$ cat config.mk
export PLATFORM = sky130hd
export DESIGN_NAME = multicycle_ctrl_flat
export DESIGN_NICKNAME = d
export VERILOG_FILES = /design/src/rtl/multicycle_ctrl_if.sv /design/src/rtl/multicycle_ctrl.sv /design/src/flat_wrapper.sv
export SDC_FILE = /design/constraint.sdc
export NUM_CORES = 1
export LEC_CHECK = 0
export ABC_AREA = 0
export CAP_MARGIN = 0
export CORE_MARGIN = 8
export CORE_UTILIZATION = 45
export CTS_CLUSTER_DIAMETER = 80
export DETAILED_ROUTE_END_ITERATION = 10
export GPL_TIMING_DRIVEN = 0
export PLACE_DENSITY = 0.74
export SYNTH_ARGS = -nofsm -noshare
export SYNTH_HDL_FRONTEND = slang
export SYNTH_SLANG_ARGS = --single-unit
$ cat constraint.sdc
create_clock -name clk -period 2.3 [get_ports clk]
set_input_delay 0.46 -clock clk [delete_from_list [all_inputs] [get_ports clk]]
set_output_delay 0.46 -clock clk [all_outputs]
set_load 0.005 [all_outputs]
$ cat src/rtl/multicycle_ctrl_if.sv
// Unified memory port handshake between the multicycle control unit and memory.
// The controller is the master: it raises MemReq and memory answers with MemReady.
interface multicycle_ctrl_if;
    logic MemReq;
    logic MemWrite;
    logic AdrSrc;
    logic MemReady;

    modport master (output MemReq, output MemWrite, output AdrSrc, input MemReady);
    modport slave  (input MemReq, input MemWrite, input AdrSrc, output MemReady);
endinterface

$ cat src/rtl/multicycle_ctrl.sv
// RV32I multicycle control: Moore FSM sequencing fetch/decode/execute/mem/writeback
// with a memory wait timeout. Optional MULTICYCLE_ILLEGAL_TRAP_EN adds TRAP + IllegalInstr.
module multicycle_ctrl #(
    parameter int TIMEOUT_W      = 4,
    parameter int TIMEOUT_CYCLES = 15
) (
    input  logic                clk,
    input  logic                reset,
    input  logic [6:0]          op,
    input  logic                Zero,
    multicycle_ctrl_if.master   mem,
    output logic                IRWrite,
    output logic                PCWrite,
    output logic                RegWrite,
    output logic [1:0]          ResultSrc,
    output logic [1:0]          ALUSrcA,
    output logic [1:0]          ALUSrcB,
    output logic [2:0]          ImmSrc,
    output logic [1:0]          ALUOp,
`ifdef MULTICYCLE_ILLEGAL_TRAP_EN
    output logic                IllegalInstr,
`endif
    output logic                MemTimeout
);

    localparam logic [6:0] OP_LW   = 7'b0000011;
    localparam logic [6:0] OP_SW   = 7'b0100011;
    localparam logic [6:0] OP_R    = 7'b0110011;
    localparam logic [6:0] OP_I    = 7'b0010011;
    localparam logic [6:0] OP_BEQ  = 7'b1100011;
    localparam logic [6:0] OP_JAL  = 7'b1101111;
    localparam logic [6:0] OP_JALR = 7'b1100111;
    localparam logic [6:0] OP_LUI  = 7'b0110111;

    localparam logic [TIMEOUT_W-1:0] CNT_MAX = '1;
    localparam logic [TIMEOUT_W-1:0] CNT_LIM = TIMEOUT_W'(TIMEOUT_CYCLES);

    typedef enum logic [3:0] {
        S_BOOT, S_FETCH, S_DECODE, S_MEMADR, S_MEMREAD, S_MEMWB, S_MEMWRITE,
        S_EXECUTER, S_EXECUTEI, S_ALUWB, S_BEQ, S_JAL, S_JALR, S_JALRWB, S_LUI
`ifdef MULTICYCLE_ILLEGAL_TRAP_EN
        , S_TRAP
`endif
    } state_t;

    state_t                 r_state;
    state_t                 w_next;
    logic [TIMEOUT_W-1:0]   r_cnt;
    logic                   r_timeout;
    logic                   w_pcupdate;
    logic                   w_branch;
    logic                   w_in_mem;
    logic                   w_next_mem;

    assign w_in_mem   = (r_state == S_FETCH) || (r_state == S_MEMREAD) || (r_state == S_MEMWRITE);
    assign w_next_mem = (w_next == S_FETCH) || (w_next == S_MEMREAD) || (w_next == S_MEMWRITE);
    assign MemTimeout = r_timeout;
    assign PCWrite    = w_pcupdate | (w_branch & Zero);

    always_ff @(posedge clk or posedge reset) begin
        if (reset) r_state <= S_BOOT;
        else       r_state <= w_next;
    end

    always_comb begin
        w_next = r_state;
        case (r_state)
            S_BOOT:     w_next = S_FETCH;
            S_FETCH:    if (mem.MemReady) w_next = S_DECODE;
            S_DECODE: begin
                case (op)
                    OP_LW, OP_SW: w_next = S_MEMADR;
                    OP_R:         w_next = S_EXECUTER;
                    OP_I:         w_next = S_EXECUTEI;
                    OP_BEQ:       w_next = S_BEQ;
                    OP_JAL:       w_next = S_JAL;
                    OP_JALR:      w_next = S_JALR;
                    OP_LUI:       w_next = S_LUI;
`ifdef MULTICYCLE_ILLEGAL_TRAP_EN
                    default:      w_next = S_TRAP;
`else
                    default:      w_next = S_FETCH;
`endif
                endcase
            end
            S_MEMADR:   w_next = (op == OP_SW) ? S_MEMWRITE : S_MEMREAD;
            S_MEMREAD:  if (mem.MemReady) w_next = S_MEMWB;
            S_MEMWB:    w_next = S_FETCH;
            S_MEMWRITE: if (mem.MemReady) w_next = S_FETCH;
            S_EXECUTER: w_next = S_ALUWB;
            S_EXECUTEI: w_next = S_ALUWB;
            S_ALUWB:    w_next = S_FETCH;
            S_BEQ:      w_next = S_FETCH;
            S_JAL:      w_next = S_ALUWB;
            S_JALR:     w_next = S_JALRWB;
            S_JALRWB:   w_next = S_FETCH;
            S_LUI:      w_next = S_ALUWB;
            default:    w_next = r_state;
        endcase
    end

    always_comb begin
        mem.MemReq   = 1'b0;
        mem.MemWrite = 1'b0;
        mem.AdrSrc   = 1'b0;
        IRWrite      = 1'b0;
        w_pcupdate   = 1'b0;
        w_branch     = 1'b0;
        RegWrite     = 1'b0;
        ResultSrc    = 2'b00;
        ALUSrcA      = 2'b00;
        ALUSrcB      = 2'b00;
        ALUOp        = 2'b00;
`ifdef MULTICYCLE_ILLEGAL_TRAP_EN
        IllegalInstr = (r_state == S_TRAP);
`endif
        // Immediate format follows the opcode everywhere except the all-zero states.
        case (op)
            OP_SW:   ImmSrc = 3'b001;
            OP_BEQ:  ImmSrc = 3'b010;
            OP_JAL:  ImmSrc = 3'b011;
            OP_LUI:  ImmSrc = 3'b100;
            default: ImmSrc = 3'b000;
        endcase
        case (r_state)
            S_FETCH: begin
                mem.MemReq = 1'b1;
                ALUSrcB    = 2'b10;
                ResultSrc  = 2'b10;
                IRWrite    = mem.MemReady;
                w_pcupdate = mem.MemReady;
            end
            S_DECODE: begin
                ALUSrcA = 2'b01;
                ALUSrcB = 2'b01;
            end
            S_MEMADR: begin
                ALUSrcA = 2'b10;
                ALUSrcB = 2'b01;
            end
            S_MEMREAD: begin
                mem.MemReq = 1'b1;
                mem.AdrSrc = 1'b1;
            end
            S_MEMWB: begin
                ResultSrc = 2'b01;
                RegWrite  = 1'b1;
            end
            S_MEMWRITE: begin
                mem.MemReq   = 1'b1;
                mem.MemWrite = 1'b1;
                mem.AdrSrc   = 1'b1;
            end
            S_EXECUTER: begin
                ALUSrcA = 2'b10;
                ALUOp   = 2'b10;
            end
            S_EXECUTEI: begin
                ALUSrcA = 2'b10;
                ALUSrcB = 2'b01;
                ALUOp   = 2'b10;
            end
            S_ALUWB: RegWrite = 1'b1;
            S_BEQ: begin
                ALUSrcA  = 2'b10;
                ALUOp    = 2'b01;
                w_branch = 1'b1;
            end
            S_JAL: begin
                ALUSrcA    = 2'b01;
                ALUSrcB    = 2'b10;
                w_pcupdate = 1'b1;
            end
            S_JALR: begin
                ALUSrcA    = 2'b10;
                ALUSrcB    = 2'b01;
                ResultSrc  = 2'b10;
                w_pcupdate = 1'b1;
            end
            S_JALRWB: begin
                ALUSrcA   = 2'b01;
                ALUSrcB   = 2'b10;
                ResultSrc = 2'b10;
                RegWrite  = 1'b1;
            end
            S_LUI: begin
                ALUSrcA = 2'b11;
                ALUSrcB = 2'b01;
            end
            default: ImmSrc = 3'b000;
        endcase
    end

    // Wait counter restarts on every memory-state entry and on each completed access.
    always_ff @(posedge clk or posedge reset) begin
        if (reset) begin
            r_cnt     <= '0;
            r_timeout <= 1'b0;
        end else begin
            if ((w_next_mem && (w_next != r_state)) || (w_in_mem && mem.MemReady))
                r_cnt <= '0;
            else if (w_in_mem && (r_cnt != CNT_MAX))
                r_cnt <= r_cnt + 1'b1;
            if (w_in_mem && (r_cnt >= CNT_LIM))
                r_timeout <= 1'b1;
        end
    end

endmodule

$ cat src/flat_wrapper.sv
// flat-port wrapper written by rule: the top's interface ports become plain ports
module multicycle_ctrl_flat 
#(
    parameter int TIMEOUT_W      = 4,
    parameter int TIMEOUT_CYCLES = 15
)
  (clk, reset, op, Zero, IRWrite, PCWrite, RegWrite, ResultSrc, ALUSrcA, ALUSrcB, ImmSrc, ALUOp, MemTimeout, mem_MemReq, mem_MemWrite, mem_AdrSrc, mem_MemReady);
  multicycle_ctrl_if mem_i ();
  input  logic clk;
  input  logic reset;
  input  logic [6:0] op;
  input  logic Zero;
  output logic IRWrite;
  output logic PCWrite;
  output logic RegWrite;
  output logic [1:0] ResultSrc;
  output logic [1:0] ALUSrcA;
  output logic [1:0] ALUSrcB;
  output logic [2:0] ImmSrc;
  output logic [1:0] ALUOp;
  output logic MemTimeout;
  output wire logic [$bits(mem_i.MemReq)-1:0] mem_MemReq;
  output wire logic [$bits(mem_i.MemWrite)-1:0] mem_MemWrite;
  output wire logic [$bits(mem_i.AdrSrc)-1:0] mem_AdrSrc;
  input wire logic [$bits(mem_i.MemReady)-1:0] mem_MemReady;
  assign mem_MemReq = mem_i.MemReq;
  assign mem_MemWrite = mem_i.MemWrite;
  assign mem_AdrSrc = mem_i.AdrSrc;
  assign mem_i.MemReady = mem_MemReady;
  multicycle_ctrl #(.TIMEOUT_W(TIMEOUT_W), .TIMEOUT_CYCLES(TIMEOUT_CYCLES)) u_core (.clk(clk), .reset(reset), .op(op), .Zero(Zero), .mem(mem_i), .IRWrite(IRWrite), .PCWrite(PCWrite), .RegWrite(RegWrite), .ResultSrc(ResultSrc), .ALUSrcA(ALUSrcA), .ALUSrcB(ALUSrcB), .ImmSrc(ImmSrc), .ALUOp(ALUOp), .MemTimeout(MemTimeout));
endmodule
Word level (Yosys, flattened, before mapping)
Cells that the tools add are included.
Storage, ports and cells
  input port bits: 11
  bits in registers: 9
  output and inout port bits: 18
  logic and storage cells: 80
Cells by class
  add/subtract/negate cells: 1
  magnitude comparators: 1
  mux-type cells: 21
  reductions and logical operators: 25
  equality and inequality tests: 27
  bitwise operators: 2
Operator list (count)
  one-hot mux 4 bit (8 select lines): 1
  equality test 4 bit (second input constant): 7
  one-hot mux 4 bit (7 select lines): 1
  equality test 4 x 3 -> 1 bit (second input constant): 6
  equality test 7 x 6 -> 1 bit (second input constant): 3
  equality test 7 bit (second input constant): 3
  two-way mux 4 bit: 5
  OR reduction 3 bit: 5
  OR reduction 5 bit: 3
  OR reduction 14 bit: 1
  one-hot mux 2 bit (2 select lines): 3
  one-hot mux 3 bit (4 select lines): 1
  equality test 4 x 1 -> 1 bit (second input constant): 2
  equality test 4 x 2 -> 1 bit (second input constant): 2
  OR reduction 2 bit: 4
  equality test 7 x 2 -> 1 bit (second input constant): 1
  equality test 7 x 5 -> 1 bit (second input constant): 1
  two-way mux 1 bit: 6
  one-hot mux 2 bit (3 select lines): 1
  logical OR 1 bit: 5
  adder 4 x 1 -> 4 bit (second input constant): 1
  greater-or-equal comparator 4 bit (second input constant): 1
  logical AND 1 bit: 4
  logical NOT 4 bit: 1
  9 further kinds: 9

Depth between registers and ports, before layout
  depth after elaboration: 10
  mapped depth: 8
  depth with buffers taken out: 7

Worst setup path after synthesis
Ideal clock, no wire load.
  kind: input -> register
  start: in op[3]
  end: reg u_core.r_cnt[1]
  data arrival time: 1780 ps
  path buffers: 1
  data required time: 2155 ps
  setup slack: 375 ps
  setup time: 145 ps
  stages on the path: 8
  cell sequence: buf_2 > nor2b_1 > o21a_1 > nor3_1 > o21ai_0 > o2111ai_1 > a221oi_2 > a221oi_1
On the way
  longest elaborated chain between the ends: 10
  elaborated cells on any way between the ends: 22
  classes of those cells: 12 x eq/ne; 4 x mux; 6 x reduce/logical
Ends and longest elaborated chain
  start: declaration: line flat_wrapper.sv:11  | input logic [6:0] op;
  equality test 7 x 2 -> 1 bit / equality test 7 x 6 -> 1 bit (equally long branches): line multicycle_ctrl.sv:71, multicycle_ctrl.sv:86
  OR reduction 2 bit: line multicycle_ctrl.sv:71  | case (op)
  one-hot mux 4 bit (7 select lines): line multicycle_ctrl.sv:71
  one-hot mux 4 bit (8 select lines) (*): line multicycle_ctrl.sv:67  | case (r_state)
  equality test 4 x 1 -> 1 bit / equality test 4 x 3 -> 1 bit (equally long branches): line multicycle_ctrl.sv:56  | assign w_next_mem = (w_next == S_FETCH) || (w_next == S_MEMREAD) || (w_next == S_MEMWRITE);
  logical OR 1 bit (2 in a row): line multicycle_ctrl.sv:56
  logical AND 1 bit (*): line multicycle_ctrl.sv:200  | if ((w_next_mem && (w_next != r_state)) || (w_in_mem && mem.MemReady))
  logical OR 1 bit (*): line multicycle_ctrl.sv:200
  two-way mux 4 bit / nonzero test 2 bit (equally long branches)
  end signal: assignment: line multicycle_ctrl.sv:203  | r_cnt <= r_cnt + 1'b1;
  end: declaration: line multicycle_ctrl.sv:48  | logic [TIMEOUT_W-1:0] r_cnt;
Mark *: on every way between the ends. The rest lies on a longest branch, timed or not.
A chain may end at the register's enable or synchronous reset.

Worst setup path after layout
  start: reg u_core.r_state[1]
  end: out IRWrite
On the way
  longest elaborated chain between the ends: 2
Ends and longest elaborated chain
  start: declaration: line multicycle_ctrl.sv:46  | state_t r_state;
  start signal: assignment: line multicycle_ctrl.sv:62  | else r_state <= w_next;
  equality test 4 x 1 -> 1 bit: line multicycle_ctrl.sv:125  | case (r_state)
  two-way mux 1 bit: line multicycle_ctrl.sv:125
  end: declaration: line flat_wrapper.sv:13  | output logic IRWrite;
No other way between the ends.

==> results_dict.tcl <==
set metrics [dict create \
    seq_power_share_pct 15.9 \
    htreeDepth 1 \
    syn_to_final_growth_pct 43.4 \
    status "complete, no violations" \
    wl_per_cell_um 14.4 \
    switching_share_pct 44.3 \
    p_per_area_nw_per_um2 1170 \
    final_nets 182 \
    tns_ns 0 \
    synth_edf_count 0 \
    ant_nets 0 \
    postSynthAreaPerCell_um2 7.66 \
    hold_class "primary input to async pin" \
    yosysWarnings 0 \
    num_vias 1130 \
    p_clk_share_pct 7.2 \
    cp.arrival_ns 1.74 \
    drt_pre_antenna_iters 4 \
    grt_pass1_wl_mm 4.90 \
    async_flop_share_pct 100 \
    required_ns 1.84 \
    gp_congestion 0.842 \
    final_core_util_pct 67.3 \
    synthCells 133 \
    rows 17 \
    start_util_pct 46.9 \
    grt-ovfl-total 0 \
    cts_root_buf "clkbuf_4" \
    hold_viol 0 \
    clkTransAtPathRegs_ns 0.06 \
    antenna_found_initial 0 \
    skew_ns 0.00360 \
    internal_power_mw 0.952 \
    grt_max_degree 11 \
    finalSetupViolCount 0 \
    yosysTopAreaCellShare_pct 22.1 \
    place_hpwl_mm 2.14 \
    p_leak_nw 0.681 \
    cts_hold_buf 0 \
    synth_area_leader_cell "dfrtp_1" \
    dieArea_um2 4040 \
    p_comb_share_pct 76.9 \
    finalCriticalPeriod_ns 2.20 \
    numPortBuffers 27 \
    drt-total-wl_mm 2.83 \
    synth_fp_nets 145 \
    cts_tree "built" \
    die_y_um 63.6 \
    max-slew-margin-rel_pct 72.3 \
    synth-seq-cells 9 \
    ys_types 52 \
    crit_type "register to primary output" \
    start_kind "register" \
    numCtsBuffers 3 \
    crit_fanout 10 \
    grt_pass1_vias 1109 \
    ys_top_cells_by_area "dfrtp_1, nand2_1, nor2_1" \
    antenna_cells 0 \
    yosysSeqAreaShare_pct 22.1 \
    min_period_over_period_pct 95.9 \
    maxClockFrequency_ghz 0.454 \
    drc 0 \
    dp_cells 188 \
    vias_per_cell 5.74 \
    drive_gt1_share_pct 27.8 \
    tightestPinTransition_ns 0.415 \
    maxCapViolations 0 \
    end_kind "primary output" \
    synth_flop_cell "dfrtp_1" \
    die_w_um 63.6 \
    final_max_slew_viol_count 0 \
    rsz0062_at_grt "true" \
    clk_latency_ns 0.27 \
    yosys-top-cells-count "nand2_1, nor2_1, dfrtp_1" \
    p_total_mw 1.71 \
    vdd_ir_drop_max_uv 704 \
    core_area_um2 2170 \
    syn_area_um2 1020 \
    fin_cells 197 \
    drtIter0Drc 44 \
    groute.usage.overall_pct 14.0 \
    switching_power_mw 0.756 \
    yosysMostFrequentCell "nand2_1" \
    design.portCount 29 \
    cts_max_path_buffers 2 \
    clock_sinks 9 \
]
metrics by stage:
step | area (um2) | hold WS [ns] | worst slack [ns]
2_1_floorplan | 1020 | 0.288 | 0.375
3_3_place_gp | 1320 | 0.453 | -0.355
3_5_place_dp | 1320 | 0.461 | -0.409
4_1_cts | 1430 | 0.448 | 0.00615
5_1_grt | 1460 | 0.494 | -0.00318
6_report | 1460 | 0.446 | 0.0951
placed cells by master (no fill, tap or decap), types with 3 or more instances in the layout:
master | netlist | final
nand2_1 | 14 | 13
dlygate4sd2_1 | 0 | 12
clkdlybuf4s50_1 | 0 | 11
nor2_1 | 12 | 10
nand2b_1 | 7 | 7
dfrtp_1 | 9 | 7
a21oi_1 | 7 | 6
o21ai_0 | 6 | 6
buf_4 | 1 | 6
buf_6 | 0 | 5
nand3_1 | 5 | 5
o21a_1 | 4 | 4
nor3_1 | 5 | 4
o22ai_1 | 4 | 4
nor3_2 | 2 | 3
nor2b_1 | 4 | 3
inv_1 | 4 | 3
clkbuf_4 | 0 | 3
timing repair:
item,in CTS,in global routing
hold endpoints to repair,0,0
endpoints found under the setup margin,17,11
pin swaps,1,1
buffers inserted,5,1
resized for setup,38,12
state kept, by name, indices dropped and copies added, names as in the netlist:
name	count
u_core.r_state	4
u_core.MemTimeout	1
u_core.r_cnt	4
area by class of cell:
| type | count | area, um2 |
|---|---|---|
| clock inverters | 1 | 5.00 |
| repair buffers | 33 | 300 |
| fillers | 192 | 709 |
| flip-flops and latches | 9 | 228 |
| inverters | 4 | 15.0 |
| plain buffers | 8 | 80.1 |
| multi-input cells | 111 | 774 |
| clock buffers | 3 | 22.5 |
| well taps | 28 | 35.0 |
cells by family (layout without fill, tap and decap cells):
logic type	count (synthesis)	count (layout)	share of synthesized area, %
multiplexers	3	3	3.07
buffers and inverters	13	49	5.77
XOR/XNOR	1	1	0.860
adder cells (fa/ha/maj)	1	1	1.23
flip-flops	9	9	22.1
AO/OA/AOI/OAI	41	41	29.6
AND/OR/NAND/NOR	65	65	37.3
power by group through the flow:
stage          Clock (mW)  Sequential (mW)  Combinational, mW
2_1_floorplan           0            0.253              0.714
3_3_place_gp            0            0.269               1.08
3_5_place_dp            0            0.271               1.10
6_report            0.123            0.271               1.31
4_1_cts             0.128            0.264               1.23
5_1_grt             0.140            0.276               1.44
worst paths after layout:
check | start | endpoint | slack (ns) | depth (start not counted)
max in group asynchronous | reset | u_core.r_state[1]$_DFF_PP0_ | 1.58 | 2
worst min register to register | u_core.MemTimeout$_DFFE_PP0P_ | u_core.MemTimeout$_DFFE_PP0P_ | 0.47 | 1
worst max-delay path | u_core.r_state[1]$_DFF_PP0_ | IRWrite | 0.1 | 5
min in group clk | u_core.MemTimeout$_DFFE_PP0P_ | u_core.MemTimeout$_DFFE_PP0P_ | 0.47 | 1
worst max register to register | u_core.r_state[2]$_DFF_PP0_ | u_core.r_cnt[1]$_DFFE_PP0P_ | 0.14 | 7
worst min-delay path | reset | u_core.MemTimeout$_DFFE_PP0P_ | 0.45 | 2
worst max-delay path, stage by stage, from the launching register on:
cell	delay, ns
dfrtp_2	0.45
buf_6	0.16
nor2b_4	0.13
nand2_1	0.09
nor3_2	0.12
clkdlybuf4s50_1	0.52
routing by layer:
metal | vias to the layer above | share of wire (%) | global-route usage, % | routed length, um
li1 | 564 | - | - | -
met1 | 520 | 47 | 17.3 | 1340
met2 | 39 | 45 | 22.3 | 1260
met3 | 7 | 6.0 | 3.89 | 169
met4 | 0 | 1.9 | 5.57 | 55
met5 | - | 0 | 0 | 0
Note: power is estimated with default switching activity, not from simulation.
